`config.mk`:
```
export PLATFORM = sky130hd
export DESIGN_NAME = decode_issue_ctrl
export DESIGN_NICKNAME = d
export VERILOG_FILES = /design/src/rtl/pipeline_pkg.sv /design/src/rtl/scoreboard.sv /design/src/rtl/decode_issue_ctrl.sv
export SDC_FILE = /design/constraint.sdc
export NUM_CORES = 1
export LEC_CHECK = 0
export BUFFER_PORTS_ARGS = -buffer_cell sky130_fd_sc_hd__buf_2
export CAP_MARGIN = 20
export CORE_ASPECT_RATIO = 0.5
export CORE_MARGIN = 4
export CORE_UTILIZATION = 40
export CTS_CLUSTER_DIAMETER = 100
export DETAILED_ROUTE_END_ITERATION = 16
export GPL_ROUTABILITY_DRIVEN = 0
export MAX_ROUTING_LAYER = met4
export PLACE_DENSITY = 0.71
export SLEW_MARGIN = 10
export SYNTH_ARGS = -nofsm -noshare
export SYNTH_HDL_FRONTEND = slang
export SYNTH_HIERARCHICAL = 1
export SYNTH_SLANG_ARGS = --single-unit
```
`constraint.sdc`:
```
create_clock -name clock -period 3.75 [get_ports clock]
set_input_delay 0.75 -clock clock [delete_from_list [all_inputs] [get_ports clock]]
set_output_delay 0.75 -clock clock [all_outputs]
set_load 0.1 [all_outputs]
```
`src/rtl/pipeline_pkg.sv`:
```
// Shared pipeline definitions used by fetch, decode and the issue controller.
package pipeline_pkg;

  localparam int unsigned DefaultNregs  = 32;
  localparam int unsigned DefaultRaddrW = $clog2(DefaultNregs);

  typedef enum logic [1:0] {
    StRun   = 2'd0,
    StStall = 2'd1,
    StHalt  = 2'd2
  } ctrl_state_e;

endpackage

```
`src/rtl/scoreboard.sv`:
```
// Register scoreboard: one pending bit per architectural register, with set,
// clear and a lookup that already sees a same-cycle writeback as retired.
module scoreboard
  import pipeline_pkg::*;
#(
  parameter int unsigned NREGS   = DefaultNregs,
  parameter int unsigned RADDR_W = DefaultRaddrW
) (
  input  logic               clock,
  input  logic               reset_n,
  input  logic               set_en_i,
  input  logic [RADDR_W-1:0] set_reg_i,
  input  logic               clr_en_i,
  input  logic [RADDR_W-1:0] clr_reg_i,
  input  logic [RADDR_W-1:0] rs_i,
  input  logic [RADDR_W-1:0] rt_i,
  input  logic [RADDR_W-1:0] wr_reg_i,
  output logic               rs_busy_o,
  output logic               rt_busy_o,
  output logic               wr_busy_o,
  output logic [NREGS-1:0]   pending_o
);

  logic [NREGS-1:0] pending_q, pending_d;
  logic [NREGS-1:0] set_mask, clr_mask, view;

  always_comb begin
    set_mask = '0;
    clr_mask = '0;
    if (set_en_i && (set_reg_i != '0)) set_mask[set_reg_i] = 1'b1;
    if (clr_en_i) clr_mask[clr_reg_i] = 1'b1;

    // Bypassed view: a writeback landing this cycle no longer blocks decode.
    view    = pending_q & ~clr_mask;
    view[0] = 1'b0;

    // Set is applied after clear so a re-issued write keeps the bit high.
    pending_d    = (pending_q & ~clr_mask) | set_mask;
    pending_d[0] = 1'b0;
  end

  assign rs_busy_o = view[rs_i];
  assign rt_busy_o = view[rt_i];
  assign wr_busy_o = view[wr_reg_i];
  assign pending_o = pending_q;

  always_ff @(posedge clock or negedge reset_n) begin
    if (!reset_n) begin
      pending_q <= '0;
    end else begin
      pending_q <= pending_d;
    end
  end

endmodule

```
`src/rtl/decode_issue_ctrl.sv`:
```
// Decode-to-execute issue controller: hazard detection against the scoreboard,
// backpressure handling and halt on illegal opcodes.
module decode_issue_ctrl
  import pipeline_pkg::*;
#(
  parameter int unsigned NREGS   = DefaultNregs,
  parameter int unsigned RADDR_W = DefaultRaddrW
) (
  input  logic               clock,
  input  logic               reset_n,
  input  logic               dec_valid,
  input  logic [RADDR_W-1:0] dec_rs,
  input  logic [RADDR_W-1:0] dec_rt,
  input  logic               dec_use_rs,
  input  logic               dec_use_rt,
  input  logic               dec_wr_en,
  input  logic [RADDR_W-1:0] dec_wr_reg,
  input  logic               dec_illegal,
  input  logic               exe_ready,
  input  logic               wb_valid,
  input  logic [RADDR_W-1:0] wb_reg,
  output logic               issue,
  output logic               stall,
  output logic               halted,
  output logic [NREGS-1:0]   pending
);

  ctrl_state_e state_q, state_d;
  logic        rs_busy, rt_busy, wr_busy;
  logic        hazard;

  scoreboard #(
    .NREGS   (NREGS),
    .RADDR_W (RADDR_W)
  ) u_scoreboard (
    .clock     (clock),
    .reset_n   (reset_n),
    .set_en_i  (issue & dec_wr_en),
    .set_reg_i (dec_wr_reg),
    .clr_en_i  (wb_valid),
    .clr_reg_i (wb_reg),
    .rs_i      (dec_rs),
    .rt_i      (dec_rt),
    .wr_reg_i  (dec_wr_reg),
    .rs_busy_o (rs_busy),
    .rt_busy_o (rt_busy),
    .wr_busy_o (wr_busy),
    .pending_o (pending)
  );

  assign hazard = dec_valid &
                  ((dec_use_rs & rs_busy) | (dec_use_rt & rt_busy) | (dec_wr_en & wr_busy));

  always_comb begin
    state_d = state_q;
    issue   = 1'b0;
    stall   = 1'b0;
    halted  = 1'b0;
    unique case (state_q)
      StRun, StStall: begin
        if (!dec_valid) begin
          state_d = StRun;
        end else if (dec_illegal) begin
          stall   = 1'b1;
          state_d = StHalt;
        end else if (hazard || !exe_ready) begin
          stall   = 1'b1;
          state_d = StStall;
        end else begin
          issue   = 1'b1;
          state_d = StRun;
        end
      end
      StHalt: begin
        stall  = 1'b1;
        halted = 1'b1;
      end
      default: state_d = StRun;
    endcase
    // Outputs must read idle for the whole reset window, not just after an edge.
    if (!reset_n) begin
      issue  = 1'b0;
      stall  = 1'b0;
      halted = 1'b0;
    end
  end

  always_ff @(posedge clock or negedge reset_n) begin
    if (!reset_n) begin
      state_q <= StRun;
    end else begin
      state_q <= state_d;
    end
  end

endmodule

```
==> metrics.md, run 1 <==
| Metric | Value |
|---|---|
| Seq cells post-synth | 33 |
| Detailed Route Iter0 Violations | ~360 |
| Remaining antenna violation count after routing | 0 |
| Most area-consuming cells after synthesis | dfrtp_1, o21ai_0, mux2i_1, nor2_1, nand2_1 |
| Synth warnings | 6 |
| Clock skew | about 0.0067 ns |
| Pwr Density | 339 nW/µm² |
| Worst path most repeated cell | and3_4 |
| Gr usage total | a little over a quarter |
| Async set-or-reset flop fraction in the synthesized netlist | 100% |
| First-pass GRT wire length | 16400 µm |
| Setup slack after layout | -0.120 ns |
| Clk_lat worst skew | around 0.28 ns |
| Row Count | 20 |
| CP Buf/Inv Count | 3 |
| CP top delay family | simple AND/OR/NAND/NOR gates |
| Vias | roughly 3200 |
| Cell Area, Synth | approximately 2600 µm² |
| Antenna violations before repair | 0 |
| Most common cell in the netlist | o21ai_0 |
| Leakage | roughly 0.0016 µW |
| Starting density of the core | between 40% and 50% |
| I/O Pins | 64 |
| Max Slew Vio Count | 0 |
| CP max FO | 6 |
| DP HPWL | 7520 µm |
| Fraction of layout instances using a drive strength above 1 | 37.5% |
| Critical Path Max Stage Delay | approximately 0.57 ns |
| Worst path arrival time | 3.12 ns |
| Largest family of logic cells by synthesized area | compound AO/OA/AOI/OAI gates |
| Share of the synthesized area in the top cell type | between 30% and 40% |
| Largest net degree at the start of global routing | 32 |
| CP Cell Sequence | buf_8, or4b_4, o21ai_4, buf_6, or4b_1, o31a_1, a41oi_2, o32a_1, a22oi_2, and3_4, and3_4, buf_12 |
| Fin crit share | 103% |
| Post-Synth Adder-Cell Area | 0% |
| Clock Path Buffers | 2 |
| MaxCap Viol Count | 0 |
| Crit. End Element | primary output |
| Post-synthesis mux area share | approximately 9.0% |
| Min cycle time layout | 3.87 ns |
| First-pass iteration count of the detailed router | 8 |
| Final WL | just over 10000 µm |
| Die width | between 100 and 150 µm |
| Hold Path Class | input port to async pin |
| Failing checks | setup timing |
| Post-synthesis simple-gate area fraction | a little under a quarter |
| Core ar. | roughly 6200 µm² |
| Post-Syn Nets | 341 |
| Crit path kind | input port to primary output |
| Fill count | around 530 |
| Vias in the first global route | ~3200 |
| Global route total overflow | 0 |
| Remaining DRCs | 0 |
| Sequential Area | approximately 830 µm² |
| Multi-input gate area | ~1800 µm² |
| Area grow syn2layout | 40.8% |
| Routed length per instance | between 20 and 25 µm |
| Sequential area share after synthesis | between 30% and 40% |
| CTS tree | yes |
| RSZ-0062 raised after global routing | true |
| Die height | 65.3 µm |
| Root Driver | clkbuf_16 |
| Startpoint types | input port |
| Power, Total | between 1000 and 1500 µW |
| Cells after Synth | ~310 |
| Routed vias/inst | around 6.5 |
| Post-Place Worst Slack | -0.174 ns |
| Worst vdd rail ir drop | between 0.0002 and 0.00025 V |
| Hold Fails Final Rpt | 0 |
| Number of synthesized flops with an enable pin | 0 |
| # setup viols final | 2 |
| Most used DFF post-synth | dfrtp_1 |
| H-tree lvl count | 2 |
| Post-synth top cells | o21ai_0, dfrtp_1, nor2_1, mux2i_1, nand2_1 |
| Nets | roughly 440 |
| Outcome | finished, violations left |
| Clock Sinks | 33 |
| ANT cells | 0 |
| Req. time, crit path | ~3 ns |
| Slowest-stage cell, CP | or4b_4 |
| Mean Syn Cell Area | ~8.4 µm² |
| Die Area | 8010 µm² |
| Unique cell type count in the Yosys netlist | 64 |
| Max frequency | 258 MHz |
| Port Buffers | 62 |
| Clock slew at the register clock pins of the worst setup and hold paths | 0.06 ns |
| Total CTS buffers | 5 |
| Yosys top cell by area | dfrtp_1 |
| Compound-gate portion of the synthesized area | 29.0% |
| Xor/xnor share of the synthesized area | ~2% |
cell type report:
type / instances / share of cell area, %
Multi-Input combinational cell: 251 / 49.4
Sequential cell: 33 / 22.3
Timing Repair Buffer: 110 / 20.0
Clock buffer: 7 / 3.86
Tap cell: 88 / 2.98
Clock inverter: 1 / 0.812
Inverter: 6 / 0.609
metal layers:
layer,part of all wire (%),GRT usage (%)
met4,5.5,13.8
met2,42,41.1
met1,40,33.6
met5,0,-
met3,12,8.08
metrics by stage:
| stage | hold WS [ns] | area (µm²) | setup TNS, ns | instances | utilization [%] |
|---|---|---|---|---|---|
| global placement | 0.543 | 3320 | -0.820 | 483 | 53.5 |
| global route | 0.284 | 3700 | -0.367 | 496 | 59.6 |
| floorplan | 0.454 | 2650 | 0 | 312 | - |
| CTS | 0.282 | 3680 | -0.114 | 496 | 59.2 |
| detailed placement | 0.562 | 3320 | -1.16 | 483 | 53.5 |
| finish | 0.279 | 3700 | -0.213 | 496 | 59.6 |
path summary, 6_finish.rpt:
kind,end,slack (ns),startpoint,cells past startpoint
min,state_q[1],0.28,reset_n,1
max reg2reg,u_scoreboard/pending_o[20],0.61,u_scoreboard/pending_o[30],11
max in group asynchronous,u_scoreboard/pending_o[28],2.85,reset_n,2
max,issue,-0.12,wb_reg[2],12
min in group clock,u_scoreboard/pending_o[11],0.54,u_scoreboard/pending_o[11],2
min reg2reg,u_scoreboard/pending_o[11],0.54,u_scoreboard/pending_o[11],2
power by group:
group,total [µW],switching [µW],internal (µW)
sequential,382,11.7,370
clock,482,150,332
combinational,389,261,127
total,1250,423,829
kinds of logic after synthesis:
| kind of cell | Yosys count |
|---|---|
| XOR/XNOR | 6 |
| other | 1 |
| AND/OR/NAND/NOR | 105 |
| buffers and inverters | 28 |
| multiplexers | 23 |
| AO/OA/AOI/OAI | 116 |
| flip-flops | 33 |
placed cells by master (no fill, tap or decap), types with 6 or more instances in the layout:
cell type,count
nand2_1,17
buf_2,58
xnor2_1,6
a311oi_1,7
o211ai_1,6
nor3_1,9
o21bai_1,6
inv_1,6
mux2i_1,18
nor2_1,20
buf_4,44
nand2b_1,7
o21ai_0,43
o21ai_2,9
dfrtp_1,33
state kept, by name, summed over array words and instances, names as in the netlist:
signal,count
u_scoreboard/pending_o,31
state_q,2
what timing repair did:
action	in CTS	in global routing
hold buffers	0	0
pin swaps	6	3
buffers inserted	5	0
setup endpoints to repair	2	8
resized for setup	30	6
No activity file was read; power rests on OpenSTA's default activity.
==> inputs of run 2 (changes only) <==
Settings changed: ABC_AREA set to 1, PLACE_DENSITY 0.71 to 0.7, SYNTH_HIERARCHICAL 1 to not set, TNS_END_PERCENT set to 30.
==> metrics.md, run 2 <==
| Metric | Value |
|---|---|
| Outcome | finished clean |
| Die Area | 8770 µm² |
| Min cycle time layout | 3.53 ns |
| Post-synth top cells | nand2_1, nand3_1, nor2_1, inv_1, dfrtp_1 |
| Worst r2r src | u_scoreboard.pending_o[9] |
| Crit path kind | input port to primary output |
| Worst vdd rail ir drop | roughly 0.00017 V |
| Hold Path Class | input port to async pin |
| Routed vias/inst | 5.82 |
| Vias | approximately 3700 |
| Routing usage on met1 | between 30% and 40% |
| Comb power frac | 17.9% |
| Routed length per instance | 17.8 µm |
| Met3 Usage GRT | about a tenth |
| Unique cell type count in the Yosys netlist | 27 |
| CTS tree | yes |
| Remaining DRCs | 0 |
| Yosys top cell by area | dfrtp_1 |
| # setup viols final | 0 |
| Crit. End Element | primary output |
| Pwr Density | 286 nW/µm² |
| Largest net degree at the start of global routing | 34 |
| Row Count | 21 |
| Cell Area, Synth | between 2000 and 3000 µm² |
| Cells after Synth | around 470 |
| Worst slew pin tran | about 0.53 ns |
| Number of synthesized flops with an enable pin | 0 |
| Vias in the first global route | around 3300 |
| Nets | approximately 570 |
| Die height | between 60 and 70 µm |
| I/O Pins | 64 |
| Share of the synthesized area in the top cell type | 28.4% |
| Slowest-stage cell, CP | nor2_2 |
| Global route total overflow | 0 |
| Core ar. | slightly below 7000 µm² |
| Post-Syn Nets | about 500 |
| Post-CTS setup buffer count | 0 |
| Switching Share | between 20% and 30% |
| Root Driver | clkbuf_16 |
| MaxCap Viol Count | 0 |
| Antenna violations before repair | 0 |
| Synth warnings | 0 |
| Clock power share | between 40% and 50% |
| Seq cells post-synth | 33 |
| Sequential area share after synthesis | 28.4% |
| RSZ-0062 raised after global routing | false |
| CP Buf/Inv Count | 4 |
| Port Buffers | a little over 60 |
| H-tree lvl count | 2 |
| Commonest non-fill, non-tap cell in the layout | nand2_1 |
| Clock Path Buffers | 2 |
| Max FFs per register | 31 |
| DP HPWL | about 8300 µm |
| Fraction of layout instances using a drive strength above 1 | a little under a quarter |
| Slew HR | between 60 and 70% |
| Clk_lat worst skew | ~0.28 ns |
| Startpoint types | input port |
| Req. time, crit path | 3.00 ns |
| Worst path most repeated cell | nand2_1 |
| CP Cell Sequence | buf_2, inv_1, nand2_2, nor2_2, nand2_1, nand2_1, o21ai_1, nand3_1, nand3_1, nand2_1, nand2_1, nand3_1, nand3_1, nand2_1, nand3_2, inv_1, buf_12 |
| Clock Sinks | 33 |
| Gr usage total | a little over a quarter |
| Final WL | 11300 µm |
| TNS Setup | 0 ns |
| Leakage | 0.00183 µW |
| Mean Syn Cell Area | approximately 6.1 µm² |
| Sequential Area | 826 µm² |
| Hold Fails Final Rpt | 0 |
| Multi-input gate area | 1870 µm² |
| Area grow syn2layout | 23.7% |
| ANT cells | 0 |
| Remaining antenna violation count after routing | 0 |
| Placed Cells | between 600 and 700 |
| Starting density of the core | 42.3% |
| CP max FO | 5 |
| Critical Path Start | wb_reg[1] |
| Detailed Route Iter0 Violations | between 700 and 800 |
| Fin crit share | a little over nine tenths |
| Async set-or-reset flop fraction in the synthesized netlist | 100% |
| Max frequency | ~280 MHz |
| Net switching power | ~290 µW |
| Non-Filler Instances | 635 |
| Max Slew Vio Count | 0 |
| Total CTS buffers | 5 |
| First-pass iteration count of the detailed router | 10 |
| Die width | approximately 130 µm |
| Most area-consuming cells after synthesis | dfrtp_1, nand2_1, nand3_1, nand3_2, nor2_1 |
| Worst path arrival time | 2.78 ns |
| Clock slew at the register clock pins of the worst setup and hold paths | roughly 0.06 ns |
| First-pass GRT wire length | ~18000 µm |
| GR peak layer | met1 |
| Commonest non-fill, non-tap cells in the layout | nand2_1, nand3_1, buf_2 |
| Most common cell in the netlist | nand2_1 |
| Seq pwr share | a little over a third |
| Fill count | 695 |
| Most used DFF post-synth | dfrtp_1 |
| Met2 usage | around 36% |
| Clock skew | between 0.004 and 0.005 ns |
| CP top delay family | simple AND/OR/NAND/NOR gates |
| Internal power | around 740 µW |
| Critical Path Max Stage Delay | ~0.30 ns |
## run 2: cell count changes in the layout (fill, tap and decap cells not counted), sizes merged, moves of 36 or more
cell   change
nand2    +142
buf       -36
nor2      +37
nand3    +132
o21ai     -50
inv       +36
## run 2: final cells by class
type	instances	share of cell area [%]
Timing Repair Buffer	74	12.3
Inverter	44	4.70
Clock buffer	7	3.97
Clock inverter	1	0.836
Multi-Input combinational cell	384	52.0
Sequential cell	33	23.0
Tap cell	92	3.21
## run 2: logic make-up after synthesis
kind of cell,Yosys count,share of synthesized area (%)
compound gates,22,4.87
buf+inv,58,8.62
flops,33,28.4
other cells,1,0.129
simple gates,359,57.9
## run 2: through the flow
stage | instance area (µm²) | hold slack (ns) | util, % | setup slack (ns) | total power (µW)
4_1_cts | 3550 | 0.561 | 51.8 | 0.201 | 1020
3_3_place_gp | 3380 | 0.563 | 49.3 | 0.241 | 535
5_1_grt | 3590 | 0.579 | 52.4 | 0.0116 | 1060
6_report | 3590 | 0.535 | 52.4 | 0.219 | 1030
2_1_floorplan | 2910 | 0.454 | - | 0.0811 | 466
3_5_place_dp | 3380 | 0.571 | 49.3 | 0.209 | 535
## run 2: power by group through the flow
stage | clock network (µW) | registers, µW | logic [µW]
final | 486 | 356 | 184
after global routing | 508 | 356 | 199
after CTS | 486 | 356 | 173
after detailed placement | 0 | 363 | 172
after global placement | 0 | 363 | 172
after floorplan | 0 | 363 | 104
## run 2: timing repair
action                                  4_1_cts  5_1_grt
resized for setup                             0       12
endpoints found under the setup margin        0        2
hold buffers                                  0        0
## run 2: metal layers
metal | share of wire, % | up-vias
met1 | 43 | 1663
met3 | 16 | 20
li1 | - | 1682
met4 | 1.3 | 0
met5 | 0 | -
met2 | 39 | 332
## run 2: final timing paths
check	end	slack (ns)	cells past startpoint
setup / recovery	issue	0.22	17
hold / removal	u_scoreboard.pending_o[23]	0.53	2
setup reg to reg	u_scoreboard.pending_o[10]	1.59	15
hold reg to reg	state_q[1]	0.59	2
max in group asynchronous	u_scoreboard.pending_o[8]	2.91	2
min in group clock	state_q[1]	0.59	2
## run 2: worst register-to-register path: cells and delay by family, from the launching register on
kind                   cells  cell delay (ns)
AOI/OAI and AO/OA          1             0.21
buffers and inverters      1             0.21
DFF                        1             0.43
and+or+nand+nor           13             1.26
